**src/rtl/permutation_controller.sv**
```systemverilog
// ---------------------------------------------------------------------------
// permutation_controller
//
// Sequencing controller for the Ascon-128 permutation. Holds the 320-bit
// state register and the 4-bit round counter, drives the external
// combinational single-round datapath once per clock, and runs either p^a
// (NB_ROUNDS_A rounds, mode_i = 0) or p^b (NB_ROUNDS_B rounds, mode_i = 1).
// Rounds always end at index 11, so a request for n rounds starts the
// counter at 12 - n.
//
// State layout: the 5x64 state is flattened to 320 bits with word i at
// bits [64*i +: 64] (word 0 in the least significant 64 bits).
//
// Ports:
//   clock_i       in   system clock, rising edge
//   reset_i       in   synchronous active-high reset, priority over start_i
//   start_i       in   permutation request, accepted only while ready_o = 1
//   mode_i        in   0 = p^a, 1 = p^b, sampled with start_i
//   state_i       in   initial state, sampled with start_i
//   ready_o       out  high while idle
//   round_o       out  round index for the datapath constant addition
//   perm_state_o  out  current state register, feeds the round datapath
//   perm_state_i  in   one-round result from the datapath
//   state_o       out  permutation result, valid with done_o, held until
//                      the next accept
//   done_o        out  one-cycle pulse, result valid
// ---------------------------------------------------------------------------
module permutation_controller #(
    parameter int NB_ROUNDS_A = 12,
    parameter int NB_ROUNDS_B = 6
) (
    input  logic         clock_i,
    input  logic         reset_i,
    input  logic         start_i,
    input  logic         mode_i,
    input  logic [319:0] state_i,
    output logic         ready_o,
    output logic [3:0]   round_o,
    output logic [319:0] perm_state_o,
    input  logic [319:0] perm_state_i,
    output logic [319:0] state_o,
    output logic         done_o
);

    localparam logic [1:0] ST_IDLE = 2'd0;
    localparam logic [1:0] ST_RUN  = 2'd1;
    localparam logic [1:0] ST_DONE = 2'd2;

    localparam logic [3:0] LAST_ROUND   = 4'd11;
    localparam logic [3:0] FIRST_ROUND_A = 4'(12 - NB_ROUNDS_A);
    localparam logic [3:0] FIRST_ROUND_B = 4'(12 - NB_ROUNDS_B);

    logic [1:0]   fsm_r;
    logic [1:0]   fsm_next_s;
    logic [3:0]   round_cnt_r;
    logic [3:0]   round_next_s;
    logic [319:0] state_r;
    logic [319:0] state_next_s;
    logic         ready_r;
    logic         done_r;

    // Next-state, round counter and state register update selection
    always_comb begin
        fsm_next_s   = fsm_r;
        round_next_s = round_cnt_r;
        state_next_s = state_r;
        case (fsm_r)
            ST_IDLE: begin
                if (start_i) begin
                    state_next_s = state_i;
                    round_next_s = mode_i ? FIRST_ROUND_B : FIRST_ROUND_A;
                    fsm_next_s   = ST_RUN;
                end else begin
                    round_next_s = 4'd0;
                end
            end
            ST_RUN: begin
                state_next_s = perm_state_i;
                // >= rather than == so a corrupted counter still terminates
                // instead of running through 12..15.
                if (round_cnt_r >= LAST_ROUND) begin
                    fsm_next_s = ST_DONE;
                end else begin
                    round_next_s = round_cnt_r + 4'd1;
                end
            end
            ST_DONE: begin
                fsm_next_s   = ST_IDLE;
                round_next_s = 4'd0;
            end
            default: begin
                fsm_next_s   = ST_IDLE;
                round_next_s = 4'd0;
            end
        endcase
    end

    // State registers; ready/done are registered from the next-state decode
    always_ff @(posedge clock_i) begin
        if (reset_i) begin
            fsm_r       <= ST_IDLE;
            round_cnt_r <= 4'd0;
            state_r     <= 320'd0;
            ready_r     <= 1'b1;
            done_r      <= 1'b0;
        end else begin
            fsm_r       <= fsm_next_s;
            round_cnt_r <= round_next_s;
            state_r     <= state_next_s;
            ready_r     <= (fsm_next_s == ST_IDLE);
            done_r      <= (fsm_next_s == ST_DONE);
        end
    end

    assign ready_o      = ready_r;
    assign done_o       = done_r;
    assign round_o      = round_cnt_r;
    assign perm_state_o = state_r;
    assign state_o      = state_r;

endmodule

```
**config.mk**
```make
export PLATFORM = sky130hd
export DESIGN_NAME = permutation_controller
export DESIGN_NICKNAME = d
export VERILOG_FILES = /design/src/rtl/permutation_controller.sv
export SDC_FILE = /design/constraint.sdc
export NUM_CORES = 1
export LEC_CHECK = 0
export CAP_MARGIN = 20
export CORE_AREA = 4 4 497 499
export CTS_CLUSTER_DIAMETER = 150
export DETAILED_ROUTE_END_ITERATION = 8
export DIE_AREA = 0 0 501 503
export PLACE_DENSITY = 0.34
export SLEW_MARGIN = 40
export SYNTH_ARGS = -nofsm -noshare
export SYNTH_HDL_FRONTEND = slang
export SYNTH_SLANG_ARGS = --single-unit
```
**constraint.sdc**
```tcl
create_clock -name clock_i -period 1.3 [get_ports clock_i]
set_clock_uncertainty 0.05 [all_clocks]
set_input_delay 0.26 -clock clock_i [delete_from_list [all_inputs] [get_ports clock_i]]
set_output_delay 0.26 -clock clock_i [all_outputs]
set_load 0.005 [all_outputs]
```
Yosys cells after proc, flatten, opt, wreduce, memory -nomap -nowiden
Cells that the tools add are included.
- magnitude comparators: 1
- reduce and logical (&&, ||, !) cells: 4
- muxes and demuxes: 9
- add/subtract/negate cells: 1
- equal/unequal tests: 4
- operator list (kind ; number):
    320-bit one-hot mux with 2 select lines ; 1
    320-bit two-way mux ; 1
    4-bit one-hot mux with 2 select lines ; 1
    3-bit two-way mux ; 2
    4-bit by 1-bit adder with 4-bit output, second input constant ; 1
    4-bit greater-or-equal comparator, second input constant ; 1
    2-bit logical NOT ; 2
    2-bit two-way mux ; 2
    4-bit two-way mux ; 1
    2-bit != test, second input constant ; 2
    2-bit one-hot mux with 2 select lines ; 1
    2-bit by 1-bit == test with 1-bit output, second input constant ; 1
    2-bit == test, second input constant ; 1
    2-bit AND reduction ; 1
    2-bit nonzero test ; 1
- flip-flop bits (word level): 328
- logic and storage cells: 24
- output and inout bits: 646
- input port bits: 644

Depth between registers and ports, before layout
Gate-level depths: netlist of run 1.
- word-level depth: 4
- mapped depth: 6
- gate-level depth less buffers: 4

Worst setup path after synthesis of run 1
Ideal clock, no wire load.
- path type: register -> register
- start: reg fsm_r[0]
- end: reg state_r[42] (netlist: perm_state_o[42])
- data arrival time: 1.209 ns
- library setup time: 0.146 ns
- clock period less this slack: 1.405 ns
- buffers on the path: 3
- data required time: 1.104 ns
- stages on the path, launching flop included: 7
- slack: -0.105 ns
- cells stage by stage: dfxtp_1 > nand2b_1 > buf_4 > buf_4 > buf_2 > a21oi_1 > a211oi_2
- cells in the longest elaborated chain, start to end: 3
- elaborated cells on any way between the ends: 6
- classes of those cells: eq/ne: 2; mux: 1; reduce/logical: 3
- ends and longest elaborated chain (item ; RTL line ; RTL):
    start, declared ; 53 ; logic [1:0] fsm_r;
    start signal, assigned ; 107 ; fsm_r <= fsm_next_s;
    2-bit by 1-bit == test with 1-bit output / 2-bit logical NOT (equally long branches) ; 67 ; case (fsm_r)
    2-bit nonzero test (no line) / 2-bit != test (equally long branches) ; n/a ;
    2-bit AND reduction (no line) ; n/a ;
    end signal, assigned ; 109 ; state_r <= state_next_s;
    end, declared ; 57 ; logic [319:0] state_r;
Several ways; a longest one is shown, not always the timed one.
A chain may end at the register's enable or synchronous reset.

Worst setup path in the final report of run 1
- start: reg fsm_r[1]
- end: reg state_r[304] (netlist: perm_state_o[304])
The elaborated chain is that of the path after synthesis.

==> results of run 1 <==
-- sequential cells by signal, summed over array words and instances, names as in the netlist --
signal / cells
perm_state_o: 320
round_o: 4
fsm_r: 2
done_o: 1
ready_o: 1
-- power by group through the flow --
stage          Combinational (uW)  Clock, uW  Sequential (uW)
2_1_floorplan                4320          0            11900
3_3_place_gp                13900          0            12100
3_5_place_dp                13800          0            12100
4_1_cts                     15200      15000            12200
5_1_grt                     16900      15200            12300
6_report                    15900      14300            12100
-- critical path: cells and delay by family (launching register included) --
family / cells / cell delay (ns)
buffers and inverters: 4 / 0.59
AND/OR/NAND/NOR: 2 / 0.42
flip-flops: 1 / 0.36
AO/OA/AOI/OAI: 1 / 0.18
-- per-layer routing --
layer  up-vias  track usage (%)  share of wire [%]
li1       9936                -                  -
met1     10598             16.0                 38
met2      1168             23.1                 47
met3       294             8.13                 13
met4       120             4.15                2.8
met5         -                0               0.39
-- cell type report --
type | instances | area, sq um
well taps | 3202 | 4010
diodes | 24 | 60.1
multi-input cells | 1304 | 8500
fillers | 27333 | 201000
clock buffers | 79 | 1520
repair buffers | 1879 | 20500
flip-flops and latches | 328 | 7240
clock inverters | 12 | 125
inverters | 2 | 7.51
-- layout by cell type (no fill, tap or decap), types with 2 or more instances in the layout --
| master | count |
|---|---|
| clkdlybuf4s50_1 | 642 |
| buf_6 | 521 |
| nor2_1 | 316 |
| buf_4 | 312 |
| a211oi_2 | 292 |
| a21oi_1 | 278 |
| nand2_1 | 267 |
| dfxtp_2 | 220 |
| buf_12 | 182 |
| buf_2 | 147 |
| dfxtp_4 | 107 |
| clkbuf_16 | 69 |
| a21oi_2 | 44 |
| buf_8 | 39 |
| nand2_2 | 30 |
| a211oi_1 | 28 |
| nand2_4 | 25 |
| diode_2 | 24 |
| clkbuf_1 | 16 |
| buf_16 | 16 |
| clkbuf_8 | 10 |
| nor3_1 | 5 |
| clkinv_2 | 5 |
| nor2_2 | 4 |
| clkinvlp_4 | 3 |
| bufbuf_16 | 3 |
| nand3b_1 | 2 |
| inv_1 | 2 |
| bufinv_16 | 2 |
| inv_6 | 2 |
-- through the flow --
step,util (%),setup TNS (ns),instance area [sq um]
2_1_floorplan,-,-2.42,17700
3_3_place_gp,14.6,-209.62,35500
3_5_place_dp,14.6,-215.87,35500
4_1_cts,16.5,-281.32,40100
5_1_grt,17.3,-289.88,42000
6_report,17.3,-221.58,42000
-- final timing paths --
check / from / endpoint / slack [ns] / depth (start not counted)
worst min-delay path: perm_state_i[244] / perm_state_o[244] / 0.11 / 3
worst max-delay path: fsm_r[1] / perm_state_o[304] / -0.42 / 7
worst min register to register: perm_state_o[293] / perm_state_o[293] / 0.47 / 2
worst max register to register: fsm_r[1] / perm_state_o[304] / -0.42 / 7
-- timing repair --
| item | 4_1_cts | 5_1_grt |
|---|---|---|
| endpoints found under the hold margin | 29 | 0 |
| endpoints found under the setup margin | 967 | 973 |
| resized for setup | 3072 | 266 |
| setup buffers | 195 | 32 |
| cloned | 7 | 21 |
| pin swaps | 3 | 46 |
| hold buffers | 1 | 0 |
-- kinds of logic (layout without fill, tap and decap cells) --
kind of cell,Yosys count,after routing
flip-flops,328,328
AND/OR/NAND/NOR,653,653
XOR/XNOR,1,1
other,0,24
adder cells (fa/ha/maj),1,1
AO/OA/AOI/OAI,649,649
buffers and inverters,501,1972
==> results.cfg, run 1 <==
[worst_setup_path]
crit_path_max_incr_delay_ns = 0.36
worst_path_max_delay_cell = dfxtp_4
crit_arrival_ns = 2.25
cp-end-kind = flop
crit_type = reg -> reg
path_max_fanout = 7
required_ns = 1.82
timing.critical_path.mode_cell = buf_12
setup.worst_path.start_class = flop
crit_chain = and2b_4 -> buf_4 -> buf_12 -> buf_12 -> clkbuf_16 -> nand2_1 -> a211oi_2

[cts]
numCtsBuffers = 50
clkTransAtPathRegs_ns = 0.06
htreeDepth = 2
cts_root_buffer = clkbuf_16
clockBufferDepth = 3
cts.sinks = 328
clkLatencyLatePin_ns = 0.67
cts_tree = yes

[sta]
fin_crit_sh_pct = 132
rsz0062_at_grt = yes
slew_violations = 0
max_slew_margin_pct = 65.8
tightestPinTransition_ns = 0.506
max_freq_mhz = 581
setup_violations = 969
finalCriticalPeriod_ns = 1.72
whs_ns = 0.107
hold_viol = 0
setup_ws_ns = -0.422

[finish]
syn_to_final_growth_pct = 138
nNetsFinal = 4210
stdcell_count = 6830
post_route_cells_drive_above_1_share_pct = 56.5

[logic_synthesis]
synth_mux_area_share_pct = 0
synth-seq-cells = 328
synth_compound_area_share_pct = 29.4
synth_simple_gate_area_share_pct = 14.1
synth_cell_types = 25
syn_area_per_cell_sq_um = 8.27
synth_cells = 2133
synth_edf_count = 0
synth_top_area_cell = dfxtp_1
synth_top_family_by_area = compound AO/OA/AOI/OAI gates
yosys.cell_count.top_type = buf_4
yosys_warnings = 0
synth_nets = 2778
yosys.area.top_type_share_pct = 37.2
synthArstFlopShare_pct = 0
synthTopCellsByCount = 342 x buf_4, 328 x dfxtp_1, 322 x a21oi_1, 322 x nand2_1, 320 x nor2_1
synth_xor_area_share_pct = 0.0497
synthTopCellsByArea = dfxtp_1 37%, a211oi_2 16%, buf_4 15%, a21oi_1 9.1%, nand2_1 6.9%
dominantRegCellSynth = dfxtp_1
netlist_area_sq_um = 17600
synth_fa_ha_area_share_pct = 0.0709
seq_area_frac_synth_pct = 37.2

[route]
post-route-drc-count = 0
dr.pass1.iters = 6
avgRoutedWirePerCell_um = 29.2
drt_iter0_markers = 1094
vias_per_cell = 3.24
totalWireLength_um = 200000
dr_total_vias = 22116
postRouteAntennaNets = 0

[pwr]
power_uw = 42300
p_per_area_nw_per_um2 = 1010
ir_drop_uv = 908
sw_frac_of_total_pct = 33.0
power.internal_uw = 28400
clockPowerShare_pct = 33.8
p_sw_uw = 14000
p_leak_uw = 0.0167
p_seq_share_pct = 28.7
p_comb_share_pct = 37.5

[place]
io_buffers = 1289
dp_cells = 6473
gp_congestion = 0.877
dp_hpwl_um = 162000
preCtsSetupSlack_ns = -0.791

[die]
die_area_sq_um = 252000
start_util_pct = 7.27
die_x_um = 501
dieHeight_um = 503
io_pins = 1290
design.core.area_sq_um = 243000
rows = 181

[run_status]
status = complete, but fails checks
violations = setup timing

[grt]
grt_overflow = 0
grt_pass1_wl_um = 238000
antenna_found_initial = 128
globalRouteTotalUtil_pct = 14.3
grt_max_degree = 49
first_global_vias = 22835

[run]
cap_violations = 0

[min_path]
hp-class = in -> reg
No activity file was read; power rests on OpenSTA's default activity.
==> inputs of run 2 (changes only) <==
--- a/config.mk
+++ b/config.mk
@@ -6,11 +6,11 @@
 export NUM_CORES = 1
 export LEC_CHECK = 0
 export CAP_MARGIN = 20
-export CORE_AREA = 4 4 497 499
+export CORE_AREA = 4 4 504 506
 export CTS_CLUSTER_DIAMETER = 150
 export DETAILED_ROUTE_END_ITERATION = 8
-export DIE_AREA = 0 0 501 503
-export PLACE_DENSITY = 0.34
+export DIE_AREA = 0 0 508 510
+export PLACE_DENSITY = 0.33
 export SLEW_MARGIN = 40
 export SYNTH_ARGS = -nofsm -noshare
 export SYNTH_HDL_FRONTEND = slang
==> constraint.sdc (replaced) <==
create_clock -name clock_i -period 1.6 [get_ports clock_i]
set_clock_uncertainty 0.05 [all_clocks]
set_input_delay 0.32 -clock clock_i [delete_from_list [all_inputs] [get_ports clock_i]]
set_output_delay 0.32 -clock clock_i [all_outputs]
set_load 0.005 [all_outputs]
==> run 2 against run 1 <==
Against the previous run: the flow still finishes with violations (setup timing); count of clock-buffer cells in the layout is 5 lower; combinational power decreased by 22%; wire length rose by 0.69%; sequential cell count unchanged; non-clock buffer count is 93 lower; final cell count is 0.64% higher.
==> results.cfg, run 2 (same netlist as run 1, synthesis figures left out) <==
[die]
rows = 184
start_util_pct = 7.05
design.core.area_sq_um = 250000
die_x_um = 508
dieHeight_um = 510
io_pins = 1290
die_area_sq_um = 259000

[grt]
antenna_found_initial = 111
grt_pass1_wl_um = 246000
first_global_vias = 22671
globalRouteTotalUtil_pct = 14.5
grt_overflow = 0
grt_max_degree = 43

[route]
avgRoutedWirePerCell_um = 29.3
postRouteAntennaNets = 0
totalWireLength_um = 201000
drt_iter0_markers = 1166
dr_total_vias = 21642
post-route-drc-count = 0
dr.pass1.iters = 5
vias_per_cell = 3.15

[min_path]
holdPathStages = 3
hp-class = in -> reg

[cts]
cts.sinks = 328
clockBufferDepth = 3
cts_tree = yes
numCtsBuffers = 50
clkTransAtPathRegs_ns = 0.06
htreeDepth = 2
clkLatencyLatePin_ns = 0.64
cts_root_buffer = clkbuf_16

[run]
cap_violations = 0

[worst_setup_path]
timing.critical_path.mode_cell = buf_12
crit_chain = buf_6 -> o21ba_4 -> buf_12 -> buf_12 -> buf_12 -> nor2_1 -> a311oi_1
crit_type = reg -> reg
worst-r2r-setup-slack_ns = -0.09
required_ns = 2.09
setup.worst_path.start_class = flop
crit_arrival_ns = 2.19
cp-end-kind = flop
path_max_fanout = 22
worst_path_max_delay_cell = dfxtp_2
r2r_cells = 7
crit_path_max_incr_delay_ns = 0.33

[run_status]
violations = setup timing
status = complete, but fails checks

[pwr]
ir_drop_uv = 727
power_uw = 33800
p_leak_uw = 0.0160
p_per_area_nw_per_um2 = 824

[sta]
hold_viol = 0
fin_crit_sh_pct = 106
setup_violations = 318
max_slew_margin_pct = 65.0
finalCriticalPeriod_ns = 1.69
setup_ws_ns = -0.0939
max_freq_mhz = 590
rsz0062_at_grt = yes
tightestPinTransition_ns = 0.521
whs_ns = 0.169
slew_violations = 0

[finish]
post_route_cells_drive_above_1_share_pct = 52.7
mostFrequentLayoutCell = clkdlybuf4s50_1
mostFrequentLayoutCells = 642 x clkdlybuf4s50_1, 447 x buf_6, 303 x nand2_1
syn_to_final_growth_pct = 132
fillers = 28377
nNetsFinal = 4117
utilization_pct = 16.4
largest_reg_flops = 320

[place]
preCtsSetupSlack_ns = -0.564
gp_congestion = 0.860
dp_hpwl_um = 167000
io_buffers = 1289
run 2: changes by cell type in the layout (fill, tap and decap cells not counted), moves of 36 or more:
cell / previous run / this run
nand2_1: 267 / 303
dfxtp_4: 107 / 161
buf_6: 521 / 447
a211oi_2: 292 / 249
a211oi_1: 28 / 71
dfxtp_2: 220 / 160
buf_4: 312 / 250
buf_2: 147 / 186
run 2: area by class of cell:
type | count | area [sq um] | share of cell area, %
antenna | 20 | 50.0 | 0.122
clock buffer | 74 | 1460 | 3.57
timing repair buffer | 1786 | 19700 | 48.0
multi-input combinational | 1304 | 8090 | 19.7
tap | 3348 | 4190 | 10.2
sequential | 328 | 7370 | 18.0
clock inverter | 12 | 148 | 0.360
inverter | 2 | 7.51 | 0.0183
run 2: metal layers:
metal | global-route usage (%) | part of all wire [%] | up-vias
li1 | - | - | 9730
met1 | 16.6 | 39 | 10425
met2 | 23.0 | 45 | 1144
met3 | 8.77 | 14 | 253
met4 | 3.44 | 2.5 | 90
met5 | 0 | 0.30 | -
run 2: path summary, 6_finish.rpt:
| kind | end | startpoint |
|---|---|---|
| worst min register to register | perm_state_o[187] | perm_state_o[187] |
| worst max register to register | perm_state_o[285] | fsm_r[1] |
| worst min-delay path | perm_state_o[186] | perm_state_i[186] |
| worst max-delay path | perm_state_o[285] | fsm_r[1] |
run 2: where the power goes:
group / switching, uW / total, uW / leakage (uW) / internal (uW)
combinational: 5520 / 12400 / 0.0124 / 6860
clock: 4710 / 11400 / 0.000787 / 6720
sequential: 971 / 9980 / 0.00287 / 9000
run 2: timing repair:
item / 4_1_cts / 5_1_grt
gates cloned: 16 / 19
hold buffers: 1 / 0
setup endpoints to repair: 964 / 594
hold endpoints to repair: 5 / 0
buffers inserted: 156 / 24
resized for setup: 3237 / 140
pin swaps: 20 / 80
run 2: worst max-delay path: cells and delay by family, from the launching register on:
family | cells | cell delay [ns]
AND/OR/NAND/NOR | 1 | 0.06
flip-flops | 1 | 0.33
AO/OA/AOI/OAI | 2 | 0.49
buffers and inverters | 4 | 0.62
run 2: metrics by stage:
stage               instance area [sq um]  instances  TNS (ns)
CTS                                 39800       6813    -43.10
global placement                    35300       6558   -137.17
finish                              41000       6874     -8.88
detailed placement                  35300       6558   -140.96
floorplan                           17600       2133         0
global route                        41000       6860    -43.46
==> inputs of run 3 (changes only) <==
--- a/config.mk
+++ b/config.mk
@@ -7,10 +7,11 @@
 export LEC_CHECK = 0
 export CAP_MARGIN = 20
 export CORE_AREA = 4 4 504 506
-export CTS_CLUSTER_DIAMETER = 150
+export CTS_CLUSTER_DIAMETER = 50
 export DETAILED_ROUTE_END_ITERATION = 8
 export DIE_AREA = 0 0 508 510
 export PLACE_DENSITY = 0.33
+export SKIP_CTS_REPAIR_TIMING = 1
 export SLEW_MARGIN = 40
 export SYNTH_ARGS = -nofsm -noshare
 export SYNTH_HDL_FRONTEND = slang
==> run 3 against run 2 <==
Against the previous run: the run still ends with setup timing left; core utilization grew 0.10 points; wire length shrank 0.88%; total power grew 14%; clock power grew 46%; count of clock-buffer cells in the layout grew 28; setup slack lost 0.052 ns; combinational power shrank 6%; register-to-register slack lost 0.05 ns; sequential cell count is the same; global-route usage shrank 0.57 points; largest power group is now the clock network.
==> results.cfg, run 3 (same netlist as run 1, synthesis figures left out) <==
[min_path]
holdCritStartpoint = perm_state_i[29]
hp-class = in -> reg

[cts]
numCtsBuffers = 76
cts.sinks = 328
cts_tree = yes
clkTransAtPathRegs_ns = 0.05
cts_root_buffer = clkbuf_16
clkLatencyLatePin_ns = 0.66
htreeDepth = 3
clockBufferDepth = 3

[route]
totalWireLength_um = 199000
wirelength_met1_um = 76500
dr.max_layer_used = met5
avgRoutedWirePerCell_um = 29.3
drt_iter0_markers = 1127
vias_per_cell = 3.14
dr_wl_met3_um = 28900
dr.pass1.iters = 5
dr_total_vias = 21380
postRouteAntennaNets = 0
post-route-drc-count = 0
met2_length_um = 86500

[worst_setup_path]
crit_arrival_ns = 2.25
required_ns = 2.11
path_max_fanout = 6
worst-r2r-setup-slack_ns = -0.15
r2r_cells = 8
crit_type = reg -> reg
startpoint = fsm_r[1]
timing.rr.start = fsm_r[1]
cp-end-kind = flop
r2r-end = perm_state_o[184]
setup.worst_path.start_class = flop
endpoint = perm_state_o[184]

[finish]
multi_input_area_sq_um = 8260
nNetsFinal = 4032
largest_reg_flops = 320
mostFrequentLayoutCells = 642 x clkdlybuf4s50_1, 468 x buf_6, 306 x nor2_1, 306 x a21oi_1, 293 x nand2_1
fillers = 28270
regArea_sq_um = 7460
utilization_pct = 16.5
mostFrequentLayoutCell = clkdlybuf4s50_1
syn_to_final_growth_pct = 134
post_route_cells_drive_above_1_share_pct = 51.5

[sta]
fin_crit_sh_pct = 109
max_freq_mhz = 573
finalCriticalPeriod_ns = 1.75
hold_viol = 0
setup_violations = 290
rsz0062_at_grt = yes
tightestPinTransition_ns = 0.510
slew_violations = 0
max_slew_margin_pct = 65.7
setup_ws_ns = -0.145

[run]
cap_violations = 0

[grt]
grt_pass1_wl_um = 236000
first_global_vias = 21861
globalRouteTotalUtil_pct = 14.0
antenna_found_initial = 113
grt_overflow = 0
grt_max_degree = 46

[die]
design.core.area_sq_um = 250000
io_pins = 1290
start_util_pct = 7.05
dieHeight_um = 510
rows = 184
die_x_um = 508
die_area_sq_um = 259000

[pwr]
p_per_area_nw_per_um2 = 931
ir_drop_uv = 717
p_leak_uw = 0.0163
power_uw = 38400

[run_status]
violations = setup timing
status = complete, but fails checks

[place]
io_buffers = 1289
dp_hpwl_um = 167000
gp_congestion = 0.860
[run 3: worst min-delay path by stage]
stage	cells after the start	to	slack (ns)
floorplan	2	perm_state_o[2]	0.41
global placement	2	round_o[2]	0.45
detailed placement	2	round_o[2]	0.45
CTS	2	perm_state_o[78]	-0.25
global route	3	perm_state_o[20]	0.07
finish	3	perm_state_o[29]	0.14
[run 3: final cells by class]
type,instances,area share (%)
repair buffers,1675,45.2
multi-input cells,1304,20.0
flip-flops and latches,328,18.1
well taps,3348,10.2
clock buffers,102,5.36
clock inverters,35,1.06
diodes,19,0.115
inverters,2,0.0182
[run 3: worst max-delay path, stage by stage, from the launching register on]
cell       delay, ns
dfxtp_4         0.35
buf_6           0.11
o21ba_4         0.25
buf_12          0.14
buf_12          0.12
clkbuf_16       0.18
clkbuf_16       0.18
nor2_1          0.05
a211oi_1        0.18
[run 3: report_power, final]
group / switching (uW) / internal [uW]
Combinational: 5270 / 6450
Sequential: 1120 / 9010
Clock: 5910 / 10700
Total: 12300 / 26100
[run 3: per-stage QoR]
stage	setup TNS (ns)	area, sq um	setup WS [ns]	hold slack, ns	instances
final	-10.28	41300	-0.145	0.136	6813
after global routing	-52.18	41200	-0.205	0.0742	6805
after CTS	-342.28	37900	-0.739	-0.246	6695
after detailed placement	-140.96	35300	-0.564	0.451	6558
after global placement	-137.17	35300	-0.568	0.447	6558
after floorplan	0	17600	0.188	0.411	2133
[run 3: layer usage]
metal,up-vias,GRT usage [%]
li1,9590,-
met1,10235,15.7
met2,1176,21.0
met3,293,9.59
met4,86,4.27
met5,-,0.786
